**config.mk**
```make
export PLATFORM = sky130hd
export DESIGN_NAME = alu_seq
export DESIGN_NICKNAME = d
export VERILOG_FILES = /design/src/rtl/alu_seq.sv
export SDC_FILE = /design/constraint.sdc
export NUM_CORES = 1
export LEC_CHECK = 0
export CORE_MARGIN = 10
export CORE_UTILIZATION = 61
export DETAILED_ROUTE_END_ITERATION = 10
export PLACE_DENSITY = 0.93
export SLEW_MARGIN = 15
export SYNTH_ARGS = -nofsm -noshare
export SYNTH_HDL_FRONTEND = slang
export SYNTH_SLANG_ARGS = --single-unit
```
**constraint.sdc**
```tcl
create_clock -name clk -period 4.8 [get_ports clk]
set_clock_uncertainty 0.1 [all_clocks]
set_input_delay 0.96 -clock clk [delete_from_list [all_inputs] [get_ports clk]]
set_output_delay 0.96 -clock clk [all_outputs]
set_load 0.01 [all_outputs]
```
**src/rtl/alu_seq.sv**
```systemverilog
// Sequential ALU: one-cycle arithmetic/logic/shift ops plus an optional iterative shift-add multiplier.
// Define ALU_SEQ_MUL_EN to build the MUL state for opcode 8; otherwise opcode 8 is treated as unsupported.
module alu_seq #(
   parameter int NBits = 8
) (
   input  logic             clk,
   input  logic             rst,
   input  logic             start,
   input  logic [NBits-1:0] A,
   input  logic [NBits-1:0] B,
   input  logic             carry_in,
   input  logic [3:0]       selection,
   output logic             busy,
   output logic             done,
   output logic [NBits-1:0] result,
   output logic             zero,
   output logic             negative,
   output logic             overflow,
   output logic             carry_out
);

   localparam logic [NBits-1:0] WIDTH_VAL = NBits'(NBits);

`ifdef ALU_SEQ_MUL_EN
   typedef enum logic [1:0] {IDLE, EXEC, MUL} state_t;
   localparam int CW = (NBits > 1) ? $clog2(NBits) : 1;
   localparam logic [CW-1:0] LAST_ITER = CW'(NBits - 1);

   logic [2*NBits-1:0] mcand_reg;
   logic [NBits-1:0]   mplier_reg;
   logic [2*NBits-1:0] acc_reg;
   logic [2*NBits-1:0] acc_next;
   logic [CW-1:0]      cnt_reg;
`else
   typedef enum logic [1:0] {IDLE, EXEC} state_t;
`endif

   state_t           state_reg;
   logic [NBits-1:0] a_reg;
   logic [NBits-1:0] b_reg;
   logic             cin_reg;
   logic [3:0]       sel_reg;

   logic [NBits:0]   sum_ext;
   logic [NBits:0]   diff_ext;
   logic             big_shift;
   logic [NBits-1:0] res_next;
   logic             cout_next;
   logic             ovf_next;

   // Single-cycle datapath, evaluated on the captured operands during EXEC.
   always_comb begin
      sum_ext   = {1'b0, a_reg} + {1'b0, b_reg} + {{NBits{1'b0}}, cin_reg};
      diff_ext  = {1'b0, a_reg} - {1'b0, b_reg};
      big_shift = (b_reg >= WIDTH_VAL);
      res_next  = '0;
      cout_next = 1'b0;
      ovf_next  = 1'b0;
      case (sel_reg)
         4'd0: begin
            res_next  = sum_ext[NBits-1:0];
            cout_next = sum_ext[NBits];
            ovf_next  = (a_reg[NBits-1] == b_reg[NBits-1]) &&
                        (sum_ext[NBits-1] != a_reg[NBits-1]);
         end
         4'd1: begin
            res_next  = diff_ext[NBits-1:0];
            cout_next = ~diff_ext[NBits];
            ovf_next  = (a_reg[NBits-1] != b_reg[NBits-1]) &&
                        (diff_ext[NBits-1] != a_reg[NBits-1]);
         end
         4'd2: res_next = a_reg & b_reg;
         4'd3: res_next = a_reg | b_reg;
         4'd4: res_next = a_reg ^ b_reg;
         4'd5: res_next = big_shift ? '0 : (a_reg << b_reg);
         4'd6: res_next = big_shift ? '0 : (a_reg >> b_reg);
         4'd7: res_next = big_shift ? {NBits{a_reg[NBits-1]}}
                                    : NBits'($signed(a_reg) >>> b_reg);
         default: res_next = '0;
      endcase
   end

`ifdef ALU_SEQ_MUL_EN
   always_comb begin
      acc_next = acc_reg + (mplier_reg[0] ? mcand_reg : '0);
   end
`endif

   always_ff @(posedge clk or negedge rst) begin
      if (!rst) begin
         state_reg  <= IDLE;
         busy       <= 1'b0;
         done       <= 1'b0;
         result     <= '0;
         zero       <= 1'b0;
         negative   <= 1'b0;
         overflow   <= 1'b0;
         carry_out  <= 1'b0;
         a_reg      <= '0;
         b_reg      <= '0;
         cin_reg    <= 1'b0;
         sel_reg    <= '0;
`ifdef ALU_SEQ_MUL_EN
         mcand_reg  <= '0;
         mplier_reg <= '0;
         acc_reg    <= '0;
         cnt_reg    <= '0;
`endif
      end else begin
         done <= 1'b0;
         case (state_reg)
            IDLE: begin
               // Also reached in the done cycle, which gives back-to-back acceptance.
               if (start) begin
                  a_reg     <= A;
                  b_reg     <= B;
                  cin_reg   <= carry_in;
                  sel_reg   <= selection;
                  busy      <= 1'b1;
                  state_reg <= EXEC;
`ifdef ALU_SEQ_MUL_EN
                  mcand_reg  <= {{NBits{1'b0}}, A};
                  mplier_reg <= B;
                  acc_reg    <= '0;
                  cnt_reg    <= '0;
                  if (selection == 4'd8) state_reg <= MUL;
`endif
               end
            end
            EXEC: begin
               result    <= res_next;
               zero      <= (res_next == '0);
               negative  <= res_next[NBits-1];
               overflow  <= ovf_next;
               carry_out <= cout_next;
               busy      <= 1'b0;
               done      <= 1'b1;
               state_reg <= IDLE;
            end
`ifdef ALU_SEQ_MUL_EN
            MUL: begin
               acc_reg    <= acc_next;
               mcand_reg  <= mcand_reg << 1;
               mplier_reg <= mplier_reg >> 1;
               cnt_reg    <= cnt_reg + 1'b1;
               if (cnt_reg == LAST_ITER) begin
                  result    <= acc_next[NBits-1:0];
                  zero      <= (acc_next[NBits-1:0] == '0);
                  negative  <= acc_next[NBits-1];
                  overflow  <= |acc_next[2*NBits-1:NBits];
                  carry_out <= 1'b0;
                  busy      <= 1'b0;
                  done      <= 1'b1;
                  state_reg <= IDLE;
               end
            end
`endif
            default: state_reg <= IDLE;
         endcase
      end
   end

endmodule
```
# Yosys cells after proc, flatten, opt, wreduce, memory -nomap -nowiden
# Index checks and enable logic that the tools add are counted.
# totals
mem_bits_rw	0
mem_count	0
latch_bits	0
inputBits	24
mem_bits_ro	0
ff_bits	37
output_inout_bits	14
# op_classes
shifts	3
n_lt_le_gt_ge	1
n_div	0
n_addsub	3
n_eq_ne	13
mux	11
n_reduce_logical	8
n_bitwise	4
multipliers	0
# op_table
op	n
$pmux 8 s8	1
$mux 8	3
$eq 4x3->1 const B	4
$add 8x8->9	1
$add 9x1->9	1
$sub 8x8->9	1
$and 8x8->8	1
$eq 4x2->1 const B	2
$ge 8x4->1 const B	1
$logic_not 8->1	1
$or 8x8->8	1
$shl 8x8->8	1
$shr 8x8->8	1
$sshr 8x8->8	1
$xor 8x8->8	1
$pmux 1 s2	3
$eq 4x1->1 const B	1
$logic_not 4->1	1
$mux 2	2
$reduce_and 2->1	2
$ne 1x1->1	3
$eq 2x1->1 const B	1
$logic_and 1x1->1	2
$logic_not 2->1	1
5 further kinds	6

# Logic depth before layout (Yosys ltp)
# Gate-level depths: netlist of run 1.
# logic_depth
word_depth	5
ltp_mapped	12

# Worst setup path before layout of run 1
# Ideal clock, no wire load.
# synth_timing
kind	register to register
start	reg b_reg[2]
end	reg result[5]
stages_incl_launch_ff	12
path_buffers	2
t_arrival_ns	2.902
setup_slack_ns	1.673
cell_sequence	dfrtp_1 > clkbuf_1 > clkinv_1 > ha_1 > clkbuf_1 > nor3_1 > o311ai_0 > and4b_1 > a21oi_1 > xnor2_1 > a221o_1 > mux2_2
# synth_between
elab_chain_cells	3
elab_cells_between_ends	11
classes_between	3 x add/sub; 1 x order compare; 3 x shift; 4 x mux
# synth_rtl
item	line	rtl
start, declared	40	logic [NBits-1:0] b_reg;
start signal, assigned	100	b_reg <= '0;
start signal, assigned	116	b_reg <= B;
$add 8x8->9 (tied with other cells)	53	sum_ext = {1'b0, a_reg} + {1'b0, b_reg} + {{NBits{1'b0}}, cin_reg};
$add 9x1->9 (tied with other cells)	53	
$pmux 8 s8 *	59	case (sel_reg)
end signal, assigned	131	result <= res_next;
end, declared	15	output logic [NBits-1:0] result,
# Every way passes the cells marked *; elsewhere a longest branch is shown, timed or not.
# A chain may end at the register's enable or synchronous reset.

# Final worst setup path of run 1
# layout_timing
start	reg b_reg[0]
end	reg zero
# layout_between
elab_chain_cells	4
elab_cells_between_ends	15
classes_between	3 x add/sub; 1 x order compare; 3 x shift; 4 x mux; 3 x bitwise; 1 x reduce/logical
# layout_rtl
item	line	rtl
$add 8x8->9 (tied with other cells)	53	
$add 9x1->9 (tied with other cells)	53	
$pmux 8 s8 *	59	
$logic_not 8->1 *	132	zero <= (res_next == '0);
end signal, assigned	132	
end, declared	16	output logic zero,
# Marked as above.

==> metrics.csv, run 1 <==
stage;metric;value;unit
cells_and_area;layout-drive-gt1-share;10.3;%
global_routing;grt_max_degree;35;
placed_design;portBuffers;37;
sta;holdWs;0.396;ns
route;vias_per_cell;6.42;
critical_path;setup.worst_path.end_class;register;
clock_tree;hold_buffers;0;
global_routing;grt_use_total;22.4;%
pwr;p_seq_share;33.6;%
cells_and_area;fin_cells;476;
logic_synthesis;synth-edff-count;0;
worst_hold_path;hp-class;reg2reg;
pwr;p_comb_share;47.9;%
logic_synthesis;syn_nets;435;
floorplanning;die_h;92.3;um
clock_tree;ctsResizeCount;0;
clock_tree;cts-root-buf;clkbuf_8;
cells_and_area;area_growth;14.6;%
global_routing;grt_pass1_vias;2950;
cells_and_area;final_util;72.0;%
cells_and_area;fin_area;3650;um^2
route;drt-initial-drc-count;326;
sta;tightest_slew;1.06;ns
critical_path;reg2reg_from;b_reg[0]$_DFFE_PN0P_;
pwr;ir_drop;0.191;mV
floorplanning;pin_count;38;
clock_tree;cts_tree;built;
clock_tree;clk_pin_slew;0.07;ns
sta;slew_headroom;28.7;%
cells_and_area;nets;457;
route;drt_pass1_iterations;5;
pwr;power;1.24;mW
pwr;p_per_area;340;nW/um^2
clock_tree;worstSkewPairLatency;0.29;ns
clock_tree;ctsHtreeMaxLevel;2;
placed_design;dpl.cell_count;468;
critical_path;path_max_fanout;24;
logic_synthesis;ys_seq_elements;34;
route;wl_per_cell;19.8;um
clock_tree;cts.path.max_buffers;2;
logic_synthesis;synth_top_area_cell;dfrtp_1;
sta;hold_viol;0;
clock_tree;clock-sinks;34;
logic_synthesis;syn_inst;383;
sta;final-setup-viol-count;0;
pwr;power.net_switching;523;uW
logic_synthesis;synth_area_leaders;dfrtp_1 (27%), ha_1 (9.8%), o21ai_0 (5.8%);
sta;period_needed;3.59;ns
placed_design;place_ws;1.28;ns
critical_path;path_buf_inv;0;
route;vias;3055;
critical_path;slowest_delay;0.74;ns
placed_design;hpwlAfterDp;7020;um
critical_path;criticalPathCategory;reg2reg;
sta;finalCritPeriodShare;74.8;%
placed_design;place.gp.congestion;0.988;
sta;fmax;0.278;GHz
logic_synthesis;ys.flop_type;dfrtp_1;
critical_path;cp.required;4.89;ns
critical_path;cp.arrival;3.68;ns
floorplanning;die_area;8520;um^2
pwr;clockPowerShare;18.5;%
logic_synthesis;async_reset_ff_share;100;%
logic_synthesis;synth_top_area_share;26.7;%
pwr;intPower;719;uW
floorplanning;die-width;92.3;um
critical_path;critical_path.cell_chain;fa_1 -> fa_1 -> mux2i_1 -> xnor2_1 -> a221o_1 -> a221oi_1 -> o21ai_1 -> nor3_2 -> nand4_1 -> o32ai_2;
critical_path;cp_slowest_cell;dfrtp_1;
logic_synthesis;syn_avg_cell_area;8.32;um^2
placed_design;placed_cell_area;3560;um^2
pwr;netSwitchingFraction;42.1;%
critical_path;worstSetupStartpointType;register;
global_routing;overflow;0;
worst_hold_path;hold_start;result[4]$_DFFE_PN0P_;
floorplanning;coreArea;5070;um^2
route;post-route-drc-count;0;
floorplanning;initial_core_util;62.8;%
logic_synthesis;syn_area;3190;um^2
logic_synthesis;yosys.cell_types.count;62;
sta;slew_violations;0;
critical_path;cp_common_cell;fa_1;
logic_synthesis;yosysSeqAreaShare;26.7;%
floorplanning;fp-row-count;26;
route;routed_wl;9430;um
sta;rsz0062_at_grt;false;
critical_path;critPathLaunch;b_reg[0]$_DFFE_PN0P_;
clock_tree;cts_setup_buffers;0;
route;ant_nets;0;
global_routing;grt_first_pass_wirelength;15700;um
critical_path;crit_family;compound AO/OA/AOI/OAI gates;
logic_synthesis;synth_warnings;0;
run_status;outcome;finished clean;
cells_and_area;antennaDiodeCount;0;
global_routing;antenna_found_initial;0;
pwr;p_leak;1.50;nW
sta;tns;0;ns
flow_run;drv_cap;0;
clock_tree;cts_buffers;5;
sta;layout_setup_ws;1.21;ns
cell usage after synthesis, drive strengths merged (2+ instances only):
cell type / instances
inv: 25
a221o: 3
nor2b: 5
mux2i: 7
mux4: 6
mux2: 9
o31ai: 3
a221oi: 2
a21oi: 25
a211oi: 7
clkbuf: 16
nand2b: 5
a211o: 3
clkinv: 2
or2: 3
nand3: 7
o21ai: 41
o21a: 4
nor4: 4
dfrtp: 34
buf: 12
o22ai: 3
nand4: 2
o311ai: 2
nor2: 20
o211ai: 3
nor3: 14
a31oi: 5
nand3b: 4
a311oi: 2
a41oi: 2
ha: 25
o2111ai: 3
nand2: 50
fa: 3
xnor2: 7
worst reg2reg max path: stages (launching register included):
cell,delay [ns]
dfrtp_1,0.74
fa_1,0.61
fa_1,0.41
mux2i_1,0.18
xnor2_1,0.09
a221o_1,0.31
a221oi_1,0.27
o21ai_1,0.18
nor3_2,0.21
nand4_1,0.12
o32ai_2,0.28
per-layer routing:
layer	GRT usage (%)	routed length, um	vias up
met1	29.7	3960	1447
met3	4.44	895	14
met5	0	0	-
met2	35.7	4430	175
li1	-	-	1419
met4	7.33	146	0
cell families (layout without fill, tap and decap cells):
kind of cell,after synthesis,after routing,share of synthesized area [%]
buffers and inverters,55,78,7.38
muxes,22,22,9.62
DFF,34,34,26.7
xor gates and xnor gates,8,8,2.20
AOI/OAI and AO/OA,116,116,23.3
adders and majority gates,28,28,11.7
and+or+nand+nor,120,120,19.1
cell type report:
class / instances / area, um^2
Sequential cell: 34 / 851
Clock inverter: 2 / 12.5
Inverter: 27 / 101
Clock buffer: 6 / 82.6
Tap cell: 70 / 87.6
Fill cell: 428 / 1420
Timing Repair Buffer: 43 / 415
Multi-Input combinational cell: 294 / 2100
cell usage in the layout, fill, tap and decap left out, types with 4 or more instances in the layout:
cell type        netlist  routed
a211oi_1               7       7
a21oi_1               25      25
a31oi_1                4       4
buf_4                  1       6
clkbuf_8               0       6
clkdlybuf4s50_1        0      37
dfrtp_1               34      34
ha_1                  25      25
inv_1                 25      25
mux2_2                 9       9
mux2i_1                7       7
mux4_2                 6       6
nand2_1               49      49
nand2b_1               4       4
nand3_1                7       7
nand3b_1               4       4
nor2_1                19      19
nor2b_1                5       4
nor3_1                12      12
nor4_1                 4       4
o21a_1                 4       4
o21ai_0               37      37
o21ai_1                4       4
xnor2_1                7       7
power groups by stage:
stage	clock (mW)	combinational [mW]	sequential (mW)
2_1_floorplan	0	0.416	0.390
3_3_place_gp	0	0.577	0.418
3_5_place_dp	0	0.579	0.421
4_1_cts	0.231	0.583	0.415
5_1_grt	0.247	0.650	0.427
6_report	0.229	0.595	0.418
path summary, 6_finish.rpt:
kind	end	slack, ns	cells past startpoint
worst max-delay path	zero$_DFFE_PN0P_	1.21	10
worst min-delay path	result[4]$_DFFE_PN0P_	0.40	1
worst max register to register	zero$_DFFE_PN0P_	1.21	10
worst min register to register	result[4]$_DFFE_PN0P_	0.40	1
max in group asynchronous	result[5]$_DFFE_PN0P_	3.29	2
min in group asynchronous	b_reg[1]$_DFFE_PN0P_	0.99	2
Power figures use the tool's default switching activity.
==> inputs of run 2 (changes only) <==
CORE_UTILIZATION = 52   (was 61)
PLACE_DENSITY = 0.85   (was 0.93)
clock period = 3.3 ns   (was 4.8 ns; I/O delays follow)
==> metrics.csv, run 2 (same netlist as run 1, synthesis figures left out) <==
stage;metric;value;unit;change
route;wl_per_cell;19.7;um;-0.65%
sta;rsz0062_at_grt;false;;
critical_path;cp_slowest_cell;dfrtp_1;;
global_routing;antenna_found_initial;0;;unchanged
critical_path;criticalPathCategory;reg2reg;;
clock_tree;cts_setup_buffers;0;;unchanged
clock_tree;cts-root-buf;clkbuf_8;;
sta;hold_viol;0;;unchanged
clock_tree;hold_buffers;0;;unchanged
route;vias_per_cell;6.36;;-0.85%
critical_path;timing.rr.end;zero$_DFFE_PN0P_;;
sta;period_needed;3.13;ns;-0.460 ns
clock_tree;ctsHtreeMaxLevel;2;;unchanged
route;drt_pass1_iterations;6;;+1
placed_design;portBuffers;37;;unchanged
sta;slew_violations;0;;unchanged
route;drt-initial-drc-count;266;;-18%
global_routing;grt_use_total;20.0;%;-2.4 points
critical_path;critical_path.cell_chain;fa_1 -> fa_1 -> mux2i_1 -> xnor2_1 -> a221o_1 -> a221oi_1 -> o21ai_1 -> nor3_2 -> nand4_1 -> o32ai_2;;
pwr;p_leak;1.57;nW;+4.6%
critical_path;cp.arrival;3.24;ns;-0.44 ns
pwr;power.net_switching;779;uW;+49%
route;post-route-drc-count;0;;unchanged
cells_and_area;final_util;63.6;%;-8.4 points
route;vias;3150;;+3.1%
pwr;intPower;1.07;mW;+49%
clock_tree;clk_pin_slew;0.08;ns;about the same
global_routing;grt_pass1_vias;3064;;+3.9%
worst_hold_path;hold_start;result[4]$_DFFE_PN0P_;;
sta;tns;0;ns;unchanged
floorplanning;pin_count;38;;unchanged
critical_path;critPathLaunch;a_reg[0]$_DFFE_PN0P_;;
floorplanning;die_h;98.3;um;+6.5%
global_routing;grt_max_degree;35;;unchanged
critical_path;reg2reg_depth;10;;unchanged
cells_and_area;layout-drive-gt1-share;13.3;%;+3.0 points
critical_path;worstSetupStartpointType;register;;
cells_and_area;area_growth;18.1;%;
pwr;clockPowerShare;18.3;%;-0.2 points
cells_and_area;seq_area;851;um^2;unchanged
clock_tree;worstSkewPairLatency;0.29;ns;about the same
clock_tree;ctsResizeCount;0;;unchanged
clock_tree;cts_buffers;5;;unchanged
floorplanning;fp-row-count;28;;+7.7%
floorplanning;die-width;98.3;um;+6.5%
critical_path;cp.required;3.40;ns;-1.49 ns
worst_hold_path;hold_path_depth;1;;unchanged
worst_hold_path;hp-class;reg2reg;;
sta;slew_headroom;55.6;%;+27 points
run_status;outcome;finished clean;;
critical_path;setup.worst_path.end_class;register;;
route;ant_nets;0;;unchanged
placed_design;hpwlAfterDp;7320;um;+4.3%
floorplanning;initial_core_util;53.8;%;-9.0 points
worst_hold_path;hold_end;result[4]$_DFFE_PN0P_;;
critical_path;path_max_fanout;9;;-63%
route;routed_wl;9740;um;+3.3%
floorplanning;coreArea;5920;um^2;+17%
clock_tree;cts.path.max_buffers;2;;unchanged
pwr;p_comb_share;50.5;%;+2.6 points
sta;tightest_slew;0.661;ns;-0.404 ns
sta;finalCritPeriodShare;94.9;%;+20 points
cells_and_area;fill_cells;508;;+19%
cells_and_area;layout_common_cells;nand2_1 (49), o21ai_0 (37), clkdlybuf4s50_1 (37);;
placed_design;place.gp.congestion;0.970;;-1.8%
clock_tree;cts_tree;built;;
critical_path;slowest_delay;0.49;ns;-0.25 ns
critical_path;reg2reg_from;a_reg[0]$_DFFE_PN0P_;;
global_routing;overflow;0;;unchanged
cells_and_area;multiInputGateArea;2100;um^2;unchanged
critical_path;rrSetupSlack;0.17;ns;-1.04 ns
pwr;p_per_area;490;nW/um^2;+44%
pwr;p_seq_share;31.3;%;-2.3 points
critical_path;cp_common_cell;fa_1;;
clock_tree;clock-sinks;34;;unchanged
pwr;netSwitchingFraction;42.1;%;about the same
cells_and_area;antennaDiodeCount;0;;unchanged
floorplanning;die_area;9660;um^2;+13%
sta;fmax;0.319;GHz;+15%
sta;final-setup-viol-count;0;;unchanged
pwr;ir_drop;0.277;mV;+45%
flow_run;drv_cap;0;;unchanged
global_routing;grt_first_pass_wirelength;16100;um;+2.7%
cells_and_area;nets;471;;+3.1%
cells_and_area;layout_commonest_cell;nand2_1;;
run 2: cell count changes in the layout (fill, tap and decap cells not counted), sizes merged:
cell,before,now
buf,6,20
run 2: power groups by stage:
stage / clock network [mW] / registers, mW / logic (mW)
global placement: 0 / 0.580 / 0.896
CTS: 0.341 / 0.574 / 0.917
finish: 0.338 / 0.578 / 0.932
floorplan: 0 / 0.568 / 0.606
detailed placement: 0 / 0.583 / 0.907
global route: 0.367 / 0.589 / 1.01
run 2: critical path, delay by kind of cell, from the launching register on:
| kind | cells | cell delay, ns |
|---|---|---|
| compound gates | 4 | 0.97 |
| fa+ha+maj | 2 | 0.90 |
| flops | 1 | 0.49 |
| simple gates | 2 | 0.31 |
| mux | 1 | 0.17 |
| xor+xnor | 1 | 0.10 |
run 2: worst max path at each step:
stage               slack, ns  cells after the start                     to
finish                   0.17                     10       zero$_DFFE_PN0P_
global route             0.05                     10       zero$_DFFE_PN0P_
CTS                      0.20                     10       zero$_DFFE_PN0P_
detailed placement       0.22                     10       zero$_DFFE_PN0P_
global placement         0.29                     10       zero$_DFFE_PN0P_
floorplan                0.17                     11  result[5]$_DFFE_PN0P_
run 2: routing by layer:
metal / GRT usage, % / up-vias / part of all wire [%] / wire length (um)
li1: - / 1458 / - / -
met1: 25.8 / 1475 / 41 / 4000
met2: 30.6 / 185 / 46 / 4500
met3: 4.72 / 32 / 9.3 / 907
met4: 9.37 / 0 / 3.4 / 330
met5: 0 / - / 0 / 0
run 2: final cells by class:
class	count	area share [%]
inverters	27	2.69
clock inverters	2	0.332
multi-input cells	294	55.9
clock buffers	6	2.19
well taps	75	2.49
repair buffers	57	13.8
flip-flops and latches	34	22.6
run 2: through the flow:
step	power [mW]	cell area, um^2	std cells	hold WS [ns]	worst slack (ns)
2_1_floorplan	1.17	3190	383	0.264	0.173
3_3_place_gp	1.48	3670	487	0.391	0.289
3_5_place_dp	1.49	3670	487	0.386	0.222
4_1_cts	1.83	3770	495	0.405	0.196
5_1_grt	1.97	3770	495	0.429	0.0536
6_report	1.85	3770	495	0.404	0.167
